--- src/rtl/sram_bus_bridge.sv ---
// Valid/ready word-request bridge to a single-port SRAM macro with 1-cycle read latency.
// Byte-enable writes are done as read-modify-write; out-of-range accesses return an error.
module sram_bus_bridge #(
    parameter int unsigned DEPTH = 816,
    parameter int unsigned AW    = 10
) (
    input  logic          CLK,
    input  logic          RST_N,
    input  logic          req_valid,
    output logic          req_ready,
    input  logic          req_we,
    input  logic [31:0]   req_addr,
    input  logic [31:0]   req_wdata,
    input  logic [3:0]    req_be,
    output logic          rsp_valid,
    output logic [31:0]   rsp_rdata,
    output logic          rsp_err,
    output logic          sram_ceb,
    output logic          sram_web,
    output logic [AW-1:0] sram_a,
    output logic [31:0]   sram_d,
    input  logic [31:0]   sram_q
);

    localparam int unsigned DW = 32;
    localparam int unsigned BW = 4;

    typedef enum logic [2:0] {
        S_IDLE,
        S_RD,
        S_RDQ,
        S_WR,
        S_RMW_RD,
        S_RMW_WR
    } state_t;

    state_t state, state_nx;

    logic          cap_we;
    logic [AW-1:0] cap_idx;
    logic [DW-1:0] cap_wdata;
    logic [BW-1:0] cap_be;

    logic          accept;
    logic          in_range;
    logic          cap_load;
    logic          rsp_load;
    logic          rsp_err_nx;
    logic [DW-1:0] rsp_rdata_nx;
    logic [DW-1:0] byte_mask;
    logic          unused_addr_lsb;

    assign unused_addr_lsb = ^req_addr[1:0];

    assign req_ready = (state == S_IDLE) & RST_N;
    assign accept    = req_valid & req_ready;
    assign in_range  = req_addr[31:2] < 30'(DEPTH);
    assign sram_a    = cap_idx;

    always_comb begin
        byte_mask = '0;
        for (int i = 0; i < int'(BW); i++) begin
            byte_mask[8*i +: 8] = {8{cap_be[i]}};
        end
    end

    // Next state, response load and SRAM strobes; strobes are gated by RST_N.
    always_comb begin
        state_nx     = state;
        cap_load     = 1'b0;
        rsp_load     = 1'b0;
        rsp_err_nx   = 1'b0;
        rsp_rdata_nx = '0;
        sram_ceb     = 1'b1;
        sram_web     = 1'b1;
        sram_d       = cap_wdata;

        case (state)
            S_IDLE: begin
                if (accept) begin
                    cap_load = 1'b1;
                    if (!in_range) begin
                        rsp_load   = 1'b1;
                        rsp_err_nx = 1'b1;
                    end else if (!req_we) begin
                        state_nx = S_RD;
                    end else if (req_be == 4'h0) begin
                        rsp_load = 1'b1;
                    end else if (req_be == 4'hF) begin
                        state_nx = S_WR;
                    end else begin
                        state_nx = S_RMW_RD;
                    end
                end
            end
            S_RD: begin
                sram_ceb = ~RST_N;
                state_nx = S_RDQ;
            end
            S_RDQ: begin
                rsp_load     = 1'b1;
                rsp_rdata_nx = sram_q;
                state_nx     = S_IDLE;
            end
            S_WR: begin
                sram_ceb = ~RST_N;
                sram_web = ~RST_N;
                rsp_load = 1'b1;
                state_nx = S_IDLE;
            end
            S_RMW_RD: begin
                sram_ceb = ~RST_N;
                state_nx = S_RMW_WR;
            end
            S_RMW_WR: begin
                sram_ceb = ~RST_N;
                sram_web = ~RST_N;
                sram_d   = (sram_q & ~byte_mask) | (cap_wdata & byte_mask);
                rsp_load = 1'b1;
                state_nx = S_IDLE;
            end
            default: begin
                state_nx = S_IDLE;
            end
        endcase
    end

    // State, captured request and registered response.
    always_ff @(posedge CLK) begin
        if (!RST_N) begin
            state     <= S_IDLE;
            cap_we    <= 1'b0;
            cap_idx   <= '0;
            cap_wdata <= '0;
            cap_be    <= '0;
            rsp_valid <= 1'b0;
            rsp_err   <= 1'b0;
            rsp_rdata <= '0;
        end else begin
            state     <= state_nx;
            rsp_valid <= rsp_load;
            if (rsp_load) begin
                rsp_err   <= rsp_err_nx;
                rsp_rdata <= rsp_rdata_nx;
            end
            if (cap_load) begin
                cap_we    <= req_we;
                cap_idx   <= req_addr[AW+1:2];
                cap_wdata <= req_wdata;
                cap_be    <= req_be;
            end
        end
    end

    logic unused_cap_we;
    assign unused_cap_we = cap_we;

endmodule

--- config.mk ---
export PLATFORM = sky130hd
export DESIGN_NAME = sram_bus_bridge
export DESIGN_NICKNAME = d
export VERILOG_FILES = /design/src/rtl/sram_bus_bridge.sv
export SDC_FILE = /design/constraint.sdc
export NUM_CORES = 1
export LEC_CHECK = 0
export CAP_MARGIN = 20
export CORE_MARGIN = 3
export CORE_UTILIZATION = 40
export DETAILED_ROUTE_END_ITERATION = 16
export GPL_TIMING_DRIVEN = 1
export MAX_ROUTING_LAYER = met4
export PLACE_DENSITY = 0.79
export SYNTH_ARGS = -nofsm -noshare
export SYNTH_HDL_FRONTEND = slang
export SYNTH_SLANG_ARGS = --single-unit
--- constraint.sdc ---
create_clock -name CLK -period 2.2 [get_ports CLK]
set_input_delay 0.33 -clock CLK [delete_from_list [all_inputs] [get_ports CLK]]
set_output_delay 0.33 -clock CLK [all_outputs]
set_load 0.02 [all_outputs]
## Yosys cells after proc, flatten, opt, wreduce, memory -nomap -nowiden

Index checks and enable logic that the tools add are counted.

- Flip-flop bits (word level): 83
- Output and inout bits: 79
- Word-level logic and storage cells: 50

- Eq/ne operators: 9
- Reduce and logical (&&, ||, !) cells: 6
- $lt $le $gt $ge: 1
- Muxes and demuxes: 20
- Bitwise gates (word level): 7

Operators with widths:

| operator | count |
|---|---|
| $and 32x32->32 | 2 |
| $mux 32 | 2 |
| $not 32->32 | 1 |
| $or 32x32->32 | 1 |
| $lt 30x10->1 const B | 1 |
| $mux 3 | 5 |
| $mux 1 | 11 |
| $pmux 3 s3 | 1 |
| $eq 3x2->1 const B | 2 |
| $eq 3x3->1 const B | 2 |
| $eq 4x4->1 const B | 1 |
| $logic_not 4->1 | 1 |
| $ne 2x2->1 const B | 2 |
| $reduce_or 4->1 | 1 |
| $eq 3x1->1 const B | 1 |
| $logic_not 3->1 | 1 |
| $ne 3x3->1 const B | 1 |
| $reduce_and 3->1 | 1 |
| $reduce_or 3->1 | 1 |
| $and 1x1->1 | 2 |
| $pmux 1 s2 | 1 |
| $reduce_or 2->1 | 1 |
| $not 1->1 | 1 |

## Longest topological paths before layout

- Word-level depth: 7
- Depth in mapped cells: 7
- Gate-level depth less buffers: 4

## Worst setup path before layout

OpenSTA, ideal clock, no wires.

- Path kind: register to output
- Start: register state[2]
- End: output port sram_d[1]
- Arrival: 1435 ps
- Stages on the path, launching flop included: 5
- Slack: 435 ps
- Data required time: 1870 ps
- Cells stage by stage: dfxtp_1 nor2b_1 nand2_2 nor2_4 mux2_1

- Cells in the longest elaborated chain, start to end: 2

Ends and longest elaborated chain:

| element | RTL line | source |
|---|---|---|
| start: declaration | 37 | `state_t state, state_nx;` |
| start signal: assignment | 140 | `state <= state_nx;` |
| $eq 3x3->1 | 78 | `case (state)` |
| $mux 32 | 78 |  |
| end: declaration | 21 | `output logic [31:0] sram_d,` |

Every way passes these cells.

## Worst setup path after layout

- Start: register state[2]
- End: output port sram_d[10]

Same word-level chain as after synthesis.

==> summary.md <==
The warning count from the yosys run is 0. The tools report the maximum level of the CTS H-tree as 3. Of the total power, registers draw 48.1%. The wire length reported by the detailed router is 11.0 mm. Time the worst path needs with I/O delays and setup: 2.16 ns. Setup violations remaining at the end of the flow were counted as 0. The clock share of power was 37.0%. The design area was 0.00584 mm².

The tools report the initial antenna violation count as 0. The number of enable flip-flop cells after synthesis is 0, and the number of buffers on the longest clock path is 2. The flow ran to the end, and the final reports show no timing, DRC or antenna violations. Entering global routing, the biggest net connects 58 pins.

The tools report the peak ir drop on the vdd network as 0.000360 V. The first global-routing pass estimated 17.2 mm of wire. The count of nets left with antenna violations once routing finished came out at 0. The highest fanout seen on the critical path was 8. The share of flip-flops with an asynchronous set or reset after synthesis is 0%. The DRC violation count after routing is 0, and the total clock buffers created by CTS is 9. The relative slew slack came out at 65.2%. The worst register-to-register path ends at cap_wdata[16]. Counting every sink on the clock net gives 83. After synthesis, the netlist uses 34 different library cells. The launch point of the worst hold path is rsp_rdata[29]. For the DRC marker count from the first detailed-route iteration, the log shows 125. The worst setup path is captured at a primary output. Width of the die: 101 µm. Summing all placed instances gives a cell area of 0.00556 mm². The final clock skew is 0.00627 ns, and the proportion of layout cells with a drive suffix above 1 is 18.8%. Total power for the finished layout comes to 3.25 mW.

The most used flip-flop cell after synthesis is sky130_fd_sc_hd__dfxtp_1. From synthesis to final layout, the design area changed by 61.6%. The quantity of hold-fixing buffers added after cts is 0, and the number of hold violations in the final report is 0. Max-cap violations in this run came to 0.

Path class of the lowest-slack min-delay path: register to register. Power spread over the standard cell area amounts to 557 mW/mm². The synthesized design contains 83 register bits. In this run the cell area of the synthesized design comes to 0.00361 mm². The via count of the first global-routing pass is 3632.

The number of max-slew violations in the final report is 0. For the worst setup path, the data required time is 1.87 ns. At the end of the flow the core is filled with cells to 66.6%.

The initial core utilization is 41.2%, and the first-pass iteration count of the detailed router is 4. The slew of the pin with the lowest slew margin came out at 0.523 ns. The internal power is 2.49 mW.

The wire-length estimate of the detail-placed layout is 8.13 mm. Row generation in the floorplan step produced 34 rows. 183 I/O pins were placed. The worst setup slack after layout is 0.0409 ns, and the final worst-path cycle share is 98.1%.

The share of the Yosys chip area taken by registers is 46.0%. Capture endpoint of the worst hold path: rsp_rdata[29]. The average instance in the mapped netlist occupies 8.52 µm².

The number of cells on the worst reg-to-reg path is 6. The number of input and output port buffers inserted is 180. The number of nets in the finished design was 722; the antenna diode instance count was 0.

For this run the aggregate overflow at the end of global routing stands at 0. The pre-CTS setup slack was -0.0217 ns. TritonCTS built the clock tree. For the worst endpoint data arrival time, the log shows 1.83 ns. From bottom edge to top edge, the die measures 101 µm. The tools report the combinational share of power as 15.0%.

STA classifies the critical path startpoint as a register. After filler insertion, the fill cell instance count of the layout stands at 705. The clock-pin slew on the worst setup and hold paths works out to 0.08 ns. The most critical setup path has its startpoint at state[2]. The average detailed-routed wire length per instance came out at 15.1 µm. The congestion estimate from routability-driven global placement came to 0.836. Detailed routing inserted a total of 3694 vias. The net load switching power is 0.761 mW. The launch instance of the worst register-to-register path is state[0]. The category of the critical setup timing path is register to primary output.

The number of nets handed over by synthesis was 528. The setup check on the worst reg-to-reg path leaves a slack of 0.35 ns. Maximum achievable frequency: 463 MHz. The instance count along the most critical hold path is 2. Global routing used 21.8% of the available tracks. The fraction of power spent switching nets was 23.4%; the leakage dissipation was 2.31 nW.

Setup repair after global routing could not meet its margin everywhere. The tree is rooted in a sky130_fd_sc_hd__clkbuf_8. The run gives 0.0102 mm² as the area of the die. The via count normalized by instance count works out to 5.06. Synthesis produced a netlist whose cell count is 424.

At the later pin of the worst-skew pair, clock insertion delay measures 0.35 ns. The placeable core region was 0.00876 mm².
synthesized netlist by cell type (3+ instances only):
cell                       instances  share of area (%)
sky130_fd_sc_hd__a21boi_1         46                9.6
sky130_fd_sc_hd__and2_1            3               0.52
sky130_fd_sc_hd__buf_2             7               0.97
sky130_fd_sc_hd__buf_6             5                1.6
sky130_fd_sc_hd__clkbuf_1         13                1.4
sky130_fd_sc_hd__dfxtp_1          83                 46
sky130_fd_sc_hd__mux2_1            4                1.2
sky130_fd_sc_hd__mux2_2           28                8.7
sky130_fd_sc_hd__nand2_1         159                 17
sky130_fd_sc_hd__nor2_1            3               0.31
sky130_fd_sc_hd__nor2_4            4                1.2
sky130_fd_sc_hd__nor2b_1           3               0.52
sky130_fd_sc_hd__nor3b_1           3               0.62
sky130_fd_sc_hd__nor4_1            6                1.0
sky130_fd_sc_hd__o21ai_1          32                4.4
metrics by stage:
step	TNS, ns	hold slack [ns]	instances
2_1_floorplan	0	0.431	424
3_3_place_gp	0	0.436	701
3_5_place_dp	-0.0882	0.442	701
4_1_cts	-0.0113	0.453	730
5_1_grt	-0.132	0.470	730
6_report	0	0.452	730
how the worst max path moves through the flow:
stage          slack [ns]  cells past startpoint         end
2_1_floorplan        0.44                      4   sram_d[1]
5_1_grt             -0.05                      6   sram_d[5]
3_5_place_dp        -0.02                      5  sram_d[10]
4_1_cts             -0.01                      7  sram_d[25]
6_report             0.04                      7  sram_d[10]
3_3_place_gp         0.01                      5  sram_d[22]
layout make-up:
cell class              instances  area, µm²  share of cell area (%)
clock buffers                  11        141                    2.42
clock inverters                 4       73.8                    1.26
inverters                       1       3.75                  0.0643
multi-input cells             313       1820                    31.2
flip-flops and latches         83       1660                    28.5
well taps                     108        135                    2.31
repair buffers                210       2000                    34.2
kinds of logic after synthesis:
kind of cell / share of synthesized area (%)
AO/OA/AOI/OAI: 16.5
AND/OR/NAND/NOR: 23.1
buffers and inverters: 4.40
multiplexers: 9.98
flip-flops: 46.0
power groups by stage:
stage	registers, mW	clock network, mW	logic (mW)
floorplan	1.61	0	0.186
global placement	1.60	0	0.497
detailed placement	1.60	0	0.505
CTS	1.56	1.22	0.492
global route	1.57	1.30	0.521
finish	1.56	1.20	0.487
routing by layer:
layer	up-vias	wire (µm)	track usage (%)
met4	0	174	5.52
met5	-	0	-
met3	16	807	4.71
met2	146	5490	37.9
li1	1808	-	-
met1	1724	4570	25.5
critical path: stages, from the launching register on:
cell	delay (ns)
sky130_fd_sc_hd__dfxtp_2	0.33
sky130_fd_sc_hd__nor2b_4	0.16
sky130_fd_sc_hd__nand2_4	0.10
sky130_fd_sc_hd__buf_4	0.15
sky130_fd_sc_hd__nor2_4	0.09
sky130_fd_sc_hd__buf_12	0.13
sky130_fd_sc_hd__mux2_2	0.34
sky130_fd_sc_hd__clkbuf_2	0.16
cells in the final DEF, fill, tap and decap left out, types with 3 or more instances in the layout:
cell type	instances
sky130_fd_sc_hd__a21boi_1	46
sky130_fd_sc_hd__buf_12	6
sky130_fd_sc_hd__nand2_1	158
sky130_fd_sc_hd__mux2_2	24
sky130_fd_sc_hd__dfxtp_1	82
sky130_fd_sc_hd__buf_2	14
sky130_fd_sc_hd__nor2_4	4
sky130_fd_sc_hd__clkbuf_8	10
sky130_fd_sc_hd__buf_4	20
sky130_fd_sc_hd__clkdlybuf4s50_1	145
sky130_fd_sc_hd__clkbuf_2	11
sky130_fd_sc_hd__nor4_1	6
sky130_fd_sc_hd__nor3b_1	3
sky130_fd_sc_hd__mux2_4	4
sky130_fd_sc_hd__buf_6	9
sky130_fd_sc_hd__mux2_1	4
sky130_fd_sc_hd__o21ai_1	32
sky130_fd_sc_hd__nor2_1	3
registers in the layout, summed over array words and instances, names as in the netlist:
name / cells
state: 3
rsp_err: 1
rsp_rdata: 32
cap_wdata: 32
cap_be: 4
rsp_valid: 1
sram_a: 10
what timing repair did:
item,CTS,global route
pin swaps,5,3
endpoints found under the setup margin,33,29
resized for setup,97,40
setup buffers,14,1
Power figures use the tool's default switching activity.
